[src/rtl/ssd_pkg.sv]
// Shared definitions for the seven-segment scan multiplexer:
// active-low segment patterns {g,f,e,d,c,b,a}, slot state and hex decode.
package ssd_pkg;

    localparam logic [6:0] SEG_0     = 7'b1000000;
    localparam logic [6:0] SEG_1     = 7'b1111001;
    localparam logic [6:0] SEG_2     = 7'b0100100;
    localparam logic [6:0] SEG_3     = 7'b0110000;
    localparam logic [6:0] SEG_4     = 7'b0011001;
    localparam logic [6:0] SEG_5     = 7'b0010010;
    localparam logic [6:0] SEG_6     = 7'b0000010;
    localparam logic [6:0] SEG_7     = 7'b1111000;
    localparam logic [6:0] SEG_8     = 7'b0000000;
    localparam logic [6:0] SEG_9     = 7'b0010000;
    localparam logic [6:0] SEG_A     = 7'b0001000;
    localparam logic [6:0] SEG_B     = 7'b0000011;
    localparam logic [6:0] SEG_C     = 7'b1000110;
    localparam logic [6:0] SEG_D     = 7'b0100001;
    localparam logic [6:0] SEG_E     = 7'b0000110;
    localparam logic [6:0] SEG_F     = 7'b0001110;
    localparam logic [6:0] SEG_BLANK = 7'b1111111;

    typedef enum logic {
        BLANK = 1'b0,
        DRIVE = 1'b1
    } slot_state_e;

    function automatic logic [6:0] hex_to_seg(input logic [3:0] hex);
        logic [6:0] seg;
        seg = SEG_BLANK;
        case (hex)
            4'h0: seg = SEG_0;
            4'h1: seg = SEG_1;
            4'h2: seg = SEG_2;
            4'h3: seg = SEG_3;
            4'h4: seg = SEG_4;
            4'h5: seg = SEG_5;
            4'h6: seg = SEG_6;
            4'h7: seg = SEG_7;
            4'h8: seg = SEG_8;
            4'h9: seg = SEG_9;
            4'hA: seg = SEG_A;
            4'hB: seg = SEG_B;
            4'hC: seg = SEG_C;
            4'hD: seg = SEG_D;
            4'hE: seg = SEG_E;
            4'hF: seg = SEG_F;
        endcase
        return seg;
    endfunction

endpackage

[src/rtl/ssd_scan_mux_hex_decoder.sv]
// Combinational hex digit to active-low seven-segment pattern.
module ssd_hex_decoder
    import ssd_pkg::*;
(
    input  logic [3:0] i_hex,
    output logic [6:0] o_seg
);

    // pure lookup, no state
    always_comb begin
        o_seg = hex_to_seg(i_hex);
    end

endmodule

[src/rtl/ssd_scan_mux.sv]
// Four-digit common-anode display scanner with per-frame digit snapshot,
// per-slot blanking gap and registered active-low outputs.
// Optional: define SSD_LEADING_ZERO_BLANK_EN to suppress leading zeros
// (digits 4..2) at snapshot time.
module ssd_scan_mux
    import ssd_pkg::*;
#(
    parameter int unsigned REFRESH_DIV  = 100000,
    parameter int unsigned BLANK_CYCLES = 1000
) (
    input  logic       i_CLK,
    input  logic       i_RESET_N,
    input  logic [3:0] i_Digit_1_val,
    input  logic [3:0] i_Digit_2_val,
    input  logic [3:0] i_Digit_3_val,
    input  logic [3:0] i_Digit_4_val,
    input  logic [3:0] i_Digit_EN,
    input  logic [3:0] i_DP,
    output logic [3:0] o_AN,
    output logic [6:0] o_SEG,
    output logic       o_DP,
    output logic       o_FRAME
);

    localparam int unsigned  CW        = (REFRESH_DIV > 1) ? $clog2(REFRESH_DIV) : 1;
    localparam logic [CW-1:0] CNT_LAST  = CW'(REFRESH_DIV - 1);
    localparam logic [CW-1:0] BLANK_END = CW'(BLANK_CYCLES);
    localparam slot_state_e  RST_STATE = (BLANK_CYCLES == 0) ? DRIVE : BLANK;

    logic [CW-1:0]   cnt_q, cnt_d;
    logic [1:0]      idx_q, idx_d;
    slot_state_e     state_q, state_d;
    logic [3:0][3:0] dig_q, dig_d;
    logic [3:0]      en_q, en_d;
    logic [3:0]      dpm_q, dpm_d;
    logic            frame_q, frame_d;
    logic [3:0]      an_q, an_d;
    logic [6:0]      seg_q, seg_d;
    logic            dp_q, dp_d;

    logic            snap;
    logic [3:0]      supp;
    logic [3:0]      cur_digit;
    logic [6:0]      cur_seg;

    // registers: slot timing, slot state, snapshot and outputs
    always_ff @(posedge i_CLK or negedge i_RESET_N) begin
        if (!i_RESET_N) begin
            cnt_q   <= '0;
            idx_q   <= '0;
            state_q <= RST_STATE;
            dig_q   <= '0;
            en_q    <= '0;
            dpm_q   <= '0;
            frame_q <= 1'b0;
            an_q    <= '1;
            seg_q   <= SEG_BLANK;
            dp_q    <= 1'b1;
        end else begin
            cnt_q   <= cnt_d;
            idx_q   <= idx_d;
            state_q <= state_d;
            dig_q   <= dig_d;
            en_q    <= en_d;
            dpm_q   <= dpm_d;
            frame_q <= frame_d;
            an_q    <= an_d;
            seg_q   <= seg_d;
            dp_q    <= dp_d;
        end
    end

    // slot counter, next slot state and frame snapshot capture
    always_comb begin
        snap = (cnt_q == '0) && (idx_q == 2'd0);

`ifdef SSD_LEADING_ZERO_BLANK_EN
        supp[3] = (i_Digit_4_val == 4'd0);
        supp[2] = (i_Digit_4_val == 4'd0) && (i_Digit_3_val == 4'd0);
        supp[1] = (i_Digit_4_val == 4'd0) && (i_Digit_3_val == 4'd0) &&
                  (i_Digit_2_val == 4'd0);
        supp[0] = 1'b0;
`else
        supp = '0;
`endif

        if (cnt_q == CNT_LAST) begin
            cnt_d = '0;
            idx_d = idx_q + 2'd1;
        end else begin
            cnt_d = cnt_q + 1'b1;
            idx_d = idx_q;
        end

        state_d = (cnt_d < BLANK_END) ? BLANK : DRIVE;

        dig_d = dig_q;
        en_d  = en_q;
        dpm_d = dpm_q;
        if (snap) begin
            dig_d = {i_Digit_4_val, i_Digit_3_val, i_Digit_2_val, i_Digit_1_val};
            en_d  = i_Digit_EN & ~supp;
            dpm_d = i_DP;
        end
    end

    // outputs for the current slot use the snapshot as it will be after this
    // edge, so the first slot of a frame already shows the fresh capture
    always_comb begin
        cur_digit = dig_d[idx_q];
        frame_d   = snap;
        an_d      = '1;
        seg_d     = SEG_BLANK;
        dp_d      = 1'b1;
        if ((state_q == DRIVE) && en_d[idx_q]) begin
            an_d[idx_q] = 1'b0;
            seg_d       = cur_seg;
            dp_d        = ~dpm_d[idx_q];
        end
    end

    ssd_hex_decoder u_dec (
        .i_hex (cur_digit),
        .o_seg (cur_seg)
    );

    assign o_AN    = an_q;
    assign o_SEG   = seg_q;
    assign o_DP    = dp_q;
    assign o_FRAME = frame_q;

endmodule

[config.mk]
export PLATFORM = sky130hd
export DESIGN_NAME = ssd_scan_mux
export DESIGN_NICKNAME = d
export VERILOG_FILES = /design/src/rtl/ssd_pkg.sv /design/src/rtl/ssd_scan_mux_hex_decoder.sv /design/src/rtl/ssd_scan_mux.sv
export SDC_FILE = /design/constraint.sdc
export NUM_CORES = 1
export LEC_CHECK = 0
export BUFFER_PORTS_ARGS = -buffer_cell sky130_fd_sc_hd__clkbuf_2
export CAP_MARGIN = 20
export CELL_PAD_IN_SITES_DETAIL_PLACEMENT = 1
export CELL_PAD_IN_SITES_GLOBAL_PLACEMENT = 2
export CORE_ASPECT_RATIO = 1.75
export CORE_MARGIN = 2
export CORE_UTILIZATION = 40
export CTS_BUF_LIST = sky130_fd_sc_hd__clkbuf_4
export DETAILED_ROUTE_END_ITERATION = 10
export PLACE_DENSITY_LB_ADDON = 0.1
export RECOVER_POWER = 100
export SLEW_MARGIN = 25
export SYNTH_ARGS = -nofsm -noshare
export SYNTH_HDL_FRONTEND = slang
export SYNTH_SLANG_ARGS = --single-unit
export TNS_END_PERCENT = 100
[constraint.sdc]
create_clock -name i_CLK -period 4.3 [get_ports i_CLK]
set_input_delay 0.215 -clock i_CLK [delete_from_list [all_inputs] [get_ports i_CLK]]
set_output_delay 0.215 -clock i_CLK [all_outputs]
set_load 0.005 [all_outputs]
==> key figures, run 1 <==
Placed design
  • GPL Wtd Cong: 0.753
  • Post-DP Area: 3000 um2
  • IO buf count: 38
  • DP HPWL: around 4.6 mm

Global route
  • First-pass GRT wire length: 9.84 mm
  • Largest net degree at the start of global routing: between 50 and 60
  • Overflow after GRT: 0
  • GRT Util Overall: between 10% and 20%
  • Vias in the first global route: 1978
  • Initial antenna violation count: 0

Clock tree
  • Clock Sinks: 57
  • Worst-Skew Late Latency: about 400 ps
  • Post-CTS setup buffer count: 0
  • H-tree levels: 3
  • CTS Buffer Depth: 2
  • Total CTS buffers: 9
  • Root Driver: clkbuf_4
  • Post-cts sizing count: 0
  • CTS tree: yes
  • Worst-path clk slew: 100 ps

STA
  • FMAX: 0.280 GHz
  • Setup_tns: 0 ps
  • Final setup viols: 0
  • Hold Fails Final Rpt: 0
  • Worst Tran Pin Value: 3070 ps
  • Hold_ws: 61.2 ps
  • Final Max Slew Viols: 58
  • RSZ-0062 raised after global routing: no
  • Clk_skew: between 10 and 15 ps
  • Period utilisation layout: between 80% and 90%
  • Max transition margin: -104%
  • Tmin final: about 3600 ps

Synthesis
  • Post-synthesis adder-cell area fraction: 5.50%
  • Syn_nets: ~250
  • Cell taking the most area after synthesis: dfrtp_1
  • Compound-Gate Fraction of Synth Area: about 4.2%
  • Synth top cells by count: dfrtp_1 (45), mux2_2 (22), nand2_1 (18), nor2_1 (17)
  • Mux share of post-synthesis cell area: about 17%
  • Cell area after synthesis: between 2000 and 3000 um2
  • Post-Synth Simple-Gate Area: about an eighth
  • Area contributors post-synth: dfrtp_1 (41%), dfstp_2 (12%), mux2_2 (9.1%)
  • Share of the synthesized area in the top cell type: 41.3%
  • Netlist cell types: 41
  • EDFF count, synth: 0
  • Combinational family with the most area after synthesis: multiplexers
  • XOR/XNOR share of the synthesized area: 5.14%
  • Most common cell in the netlist: dfrtp_1
  • Yosys reg bits: 57
  • Synth Instances: 214
  • Synthesis Warnings: 0
  • Asr flop ratio synth: 100%
  • Syn Area/Cell: 12.7 um2
  • Sequential element share of the synthesized area: around 53%
  • Top FF cell, synth: dfrtp_1

Finish
  • Antenna diodes: 0
  • Final Cell Area: 3060 um2
  • Area grow syn2layout: 12.1%
  • Share of cells above drive strength 1: between 20 and 30%
  • Final net count: 300

Critical path
  • Crit-path max cell delay: 650 ps
  • RR Endpoint: o_SEG[5]
  • WS Path Type: flop to flop
  • Critical-path cell list: inv_1, ha_1, nand3_1, nor3_4, clkbuf_1, mux2_1, nor2_1, or4_4, o41ai_2, buf_4, o311ai_0
  • Worst path required time: 4610 ps
  • R2R Setup Slk: 720 ps
  • Max stage delay cell, worst path: nor3_4
  • R2R depth: 11
  • CP endpoint kind: flop
  • Reg2reg start: idx_q[0]
  • Worst EP arrival: just under 4000 ps
  • Peak fanout along the critical path: 17
  • Startpoint types: flop

Floorplan
  • Total die area: ~7500 um2
  • Initial Util: 41.4%
  • Die Ht: 113 um
  • IO Count: 39
  • Row cnt: 39
  • CORE AREA: 6590 um2
  • Die Width: 66.4 um

Hold path
  • Hold path start: i_Digit_1_val[2]
  • Min-Delay Path Class: input port to flop
  • Hold Crit Endpoint: dig_q[2]
  • Hold Path Depth: 2

Route
  • Post-route ant nets: 0
  • Wire per inst: 17.1 um
  • Final WL: 5.96 mm
  • Detailed-route via count: 1771
  • Via density: 5.07
  • Pre-antenna DRT Iters: 4
  • Initial drt markers: 97
  • Drt drc: 0

Outcome
  • Outcome: complete, but fails checks
  • Failing checks: capacitance limit, slew limit

Job
  • Max Cap Viol: 1

Power
  • Leakage power: 1.37 nW
  • Pwr Total: ~0.9 mW
  • Power Density: 300 nW/um2
  • Worst VDD drop: 0.163 mV
## flip-flops by register name, summed over array words and instances (netlist names)
signal   count
o_SEG        7
dig_q       16
cnt_q       17
idx_q        2
en_q         4
o_AN         4
state_q      1
o_FRAME      1
dpm_q        4
o_DP         1
## metrics by stage
stage               utilization, %  cells  worst slack [ps]
finish                        46.4    349               723
global route                  46.4    349               374
CTS                           47.2    349               657
detailed placement            45.5    332               664
global placement              45.5    332               750
floorplan                        -    214              1060
## power by group
group	internal, mW	leakage [nW]	total (mW)	switching (mW)
Combinational	0.0269	0.622	0.0601	0.0332
Clock	0.117	0.0624	0.307	0.190
Sequential	0.547	0.685	0.550	0.00242
## cell usage in the layout, fill, tap and decap left out, types with 4 or more instances in the layout
cell type	count
dfrtp_1	45
clkbuf_2	31
nand2_1	18
mux2_1	18
nor2_1	17
ha_1	12
dfstp_2	12
xnor2_1	11
clkbuf_4	10
inv_1	9
nand3_1	9
clkbuf_1	9
mux2_2	8
nor3_1	5
mux4_2	5
xor2_1	5
mux2i_1	4
## what timing repair did
action / CTS / global route
hold buffers: 1 / 0
setup endpoints to repair: 0 / 0
endpoints found under the hold margin: 45 / 0
## critical path, delay by kind of cell (launching register included)
family          cells  cell delay (ps)
fa+ha+maj           1              220
simple gates        4             1290
flops               1              480
compound gates      2              260
buf+inv             3              970
mux                 1              260
## worst max-delay path by stage
stage,from,end,depth (start not counted)
6_report,idx_q[0],o_SEG[5],11
5_1_grt,idx_q[0],o_SEG[4],11
4_1_cts,idx_q[0],o_SEG[6],10
3_5_place_dp,idx_q[0],o_SEG[6],10
3_3_place_gp,idx_q[0],o_SEG[6],10
2_1_floorplan,idx_q[0],o_SEG[6],12
## layer usage
layer  global-route usage, %  wire length [um]  up-vias
li1                        -                 -      837
met1                    18.8              2200      895
met2                    32.7              3470       32
met3                    4.97               192        7
met4                    9.39                90        0
met5                       0                 0        -
## layout make-up
cell class | instances | area, um2
Clock inverter | 6 | 26.3
Tap cell | 82 | 103
Inverter | 10 | 37.5
Timing Repair Buffer | 43 | 210
Fill cell | 730 | 3530
Clock buffer | 10 | 75.1
Multi-Input combinational cell | 141 | 1160
Sequential cell | 57 | 1440
## logic make-up (layout without fill, tap and decap cells)
kind of cell,after synthesis,in the layout
buffers and inverters,16,69
AOI/OAI and AO/OA,11,11
xor gates and xnor gates,16,16
and+or+nand+nor,67,67
adders and majority gates,12,12
muxes,35,35
DFF,57,57
No activity file was read; power rests on OpenSTA's default activity.
==> inputs of run 2 (changes only) <==
- CORE_UTILIZATION: 40 -> 36
- clock period: 4.3 -> 2.92 ns (I/O delays scaled with it)
==> run 2 against run 1 <==
Effect of this change: sequential share of layout area is 9.4 points lower; cell count up 20%; clock skew rose by 0.58 ps; register-to-register slack lost 780 ps; power grew 56%; the flow finishes with violations (capacitance limit, slew limit, setup timing); global-route usage rose by 0.052 points; highest routed layer unchanged; critical path type unchanged.
==> key figures, run 2 (synthesized netlist as in run 1, its figures left out) <==
Outcome
  • Outcome: complete, but fails checks
  • Failing checks: capacitance limit, slew limit, setup timing

Finish
  • Biggest register: cnt_q
  • Antenna diodes: 0 (unchanged)
  • Most frequent cells in the layout: dfrtp_1 (45), buf_4 (43), clkbuf_2 (30)
  • Multi-input gate area in the final layout: 1320 um2 (+14%)
  • Final Non-Filler Cells: 420 (+20%)
  • Share of cells above drive strength 1: 47.3% (+19 points)
  • Reg area: 1440 um2 (unchanged)
  • Layout Utilization: 51.2% (+4.8 points)
  • Area grow syn2layout: 40.0%
  • Final Cell Area: 3820 um2 (+25%)
  • Most common cell after layout, fill and taps aside: dfrtp_1
  • Max reg flops: 17 (unchanged)
  • Fillers: 832 (+14%)
  • Final net count: 365 (+22%)

Global route
  • GRT Util Overall: 18.3% (+0.052 points)
  • Vias in the first global route: 2268 (+15%)
  • Overflow after GRT: 0 (unchanged)
  • Largest net degree at the start of global routing: 34 (-41%)
  • First-pass GRT wire length: 11.4 mm (+16%)
  • Initial antenna violation count: 0 (unchanged)

Critical path
  • Worst path required time: 3240 ps (-1370 ps)
  • RR Endpoint: o_SEG[6]
  • Reg2reg start: cnt_q[4]
  • Peak fanout along the critical path: 8 (-9)
  • CP endpoint kind: flop
  • R2R Setup Slk: -50 ps (-780 ps)
  • Worst EP arrival: 3290 ps (-600 ps)
  • Startpoint types: flop
  • WS Path Type: flop to flop
  • R2R depth: 11 (unchanged)

STA
  • Worst Tran Pin Value: 1810 ps (-1260 ps)
  • Final setup viols: 4 (+4)
  • Max transition margin: -20.5% (+84 points)
  • FMAX: 0.336 GHz (+20%)
  • Final worst slack: -54.0 ps (-777 ps)
  • Setup_tns: -137 ps (-137 ps)
  • Final Max Slew Viols: 34 (-41%)
  • Hold Fails Final Rpt: 0 (unchanged)
  • Tmin final: 2970 ps (-603 ps)
  • Period utilisation layout: 102% (+19 points)
  • RSZ-0062 raised after global routing: yes
  • Clk_skew: 14.0 ps (+0.583 ps)
  • Hold_ws: 37.8 ps (-23.4 ps)

Job
  • Max Cap Viol: 1 (unchanged)

Route
  • Wire per inst: 16.8 um (-1.5%)
  • Post-route ant nets: 0 (unchanged)
  • Via density: 4.82 (-5.0%)
  • Initial drt markers: 56 (-42%)
  • Drt drc: 0 (unchanged)
  • Pre-antenna DRT Iters: 4 (unchanged)
  • Final WL: 7.06 mm (+19%)
  • Detailed-route via count: 2025 (+14%)

Floorplan
  • Total die area: 8320 um2 (+11%)
  • Die Width: 69.8 um (+5.1%)
  • CORE AREA: 7460 um2 (+13%)
  • Row cnt: 42 (+7.7%)
  • IO Count: 39 (unchanged)
  • Initial Util: 36.6% (-4.9 points)
  • Die Ht: 119 um (+5.2%)

Hold path
  • Hold path start: i_Digit_1_val[1]
  • Min-Delay Path Class: input port to flop
  • Hold Crit Endpoint: dig_q[1]
  • Hold Path Depth: 2 (unchanged)

Placed design
  • GPL Wtd Cong: 0.789 (+4.8%)
  • IO buf count: 38 (unchanged)
  • Placed Cells incl. Taps: 375 (+13%)
  • DP HPWL: 5.28 mm (+14%)
  • Dpl ws: -160 ps (-824 ps)
  • Post-DP Area: 3370 um2 (+13%)

Power
  • Pwr Total: 1.43 mW (+56%)
  • Power Density: 375 nW/um2 (+25%)
  • Worst VDD drop: 0.238 mV (+46%)
  • Leakage power: 1.73 nW (+26%)

Clock tree
  • Worst-Skew Late Latency: 410 ps (about the same)
  • CTS Buffer Depth: 2 (unchanged)
  • Root Driver: clkbuf_4
  • CTS tree: yes
  • Worst-path clk slew: 110 ps (about the same)
  • H-tree levels: 3 (unchanged)
  • Clock Sinks: 57 (unchanged)
  • Total CTS buffers: 9 (unchanged)
[run 2: cell count changes in the layout (fill, tap and decap cells not counted), sizes merged]
cell,delta
buf,+45
clkbuf,+1
clkinv,-1
dlygate4sd3,+20
[run 2: where the power goes]
group	switching [mW]	leakage, nW	internal (mW)
Combinational	0.0679	0.981	0.0822
Sequential	0.00397	0.685	0.806
Clock	0.286	0.0655	0.185
Total	0.357	1.73	1.07
[run 2: repair_timing]
item,4_1_cts,5_1_grt
endpoints found under the hold margin,41,2
pin swaps,6,3
buffers inserted,7,1
hold buffers,19,2
gates resized for setup,10,5
endpoints found under the setup margin,7,8
[run 2: layer usage]
metal  part of all wire, %  track usage [%]  up-vias
li1                      -                -      968
met1                    35             18.0     1013
met2                    60             34.7       29
met3                   2.3             4.57       15
met4                   2.9             8.89        0
met5                     0                0        -
[run 2: final cells by class]
cell class	count	area share, %
tap	88	2.88
timing repair buffer	108	21.0
clock inverter	5	0.590
clock buffer	11	2.16
inverter	10	1.05
sequential	57	37.7
multi-input combinational	141	34.6
[run 2: how the worst max path moves through the flow]
| stage | startpoint | endpoint | slack [ps] | cells after the start |
|---|---|---|---|---|
| detailed placement | cnt_q[16] | o_SEG[5] | -160 | 11 |
| CTS | cnt_q[2] | o_SEG[6] | -70 | 10 |
| global route | cnt_q[7] | o_SEG[3] | -170 | 13 |
| global placement | cnt_q[16] | o_SEG[6] | -130 | 10 |
| finish | cnt_q[4] | o_SEG[6] | -50 | 11 |
| floorplan | cnt_q[2] | o_SEG[6] | -190 | 10 |
[run 2: critical path, stage by stage (launching register included)]
cell	delay, ps
dfrtp_1	390
or4_4	560
nor3_4	160
buf_12	150
buf_12	110
mux2_4	300
mux4_2	580
inv_4	130
ha_1	230
mux2_4	180
nand2_4	50
o311ai_4	60
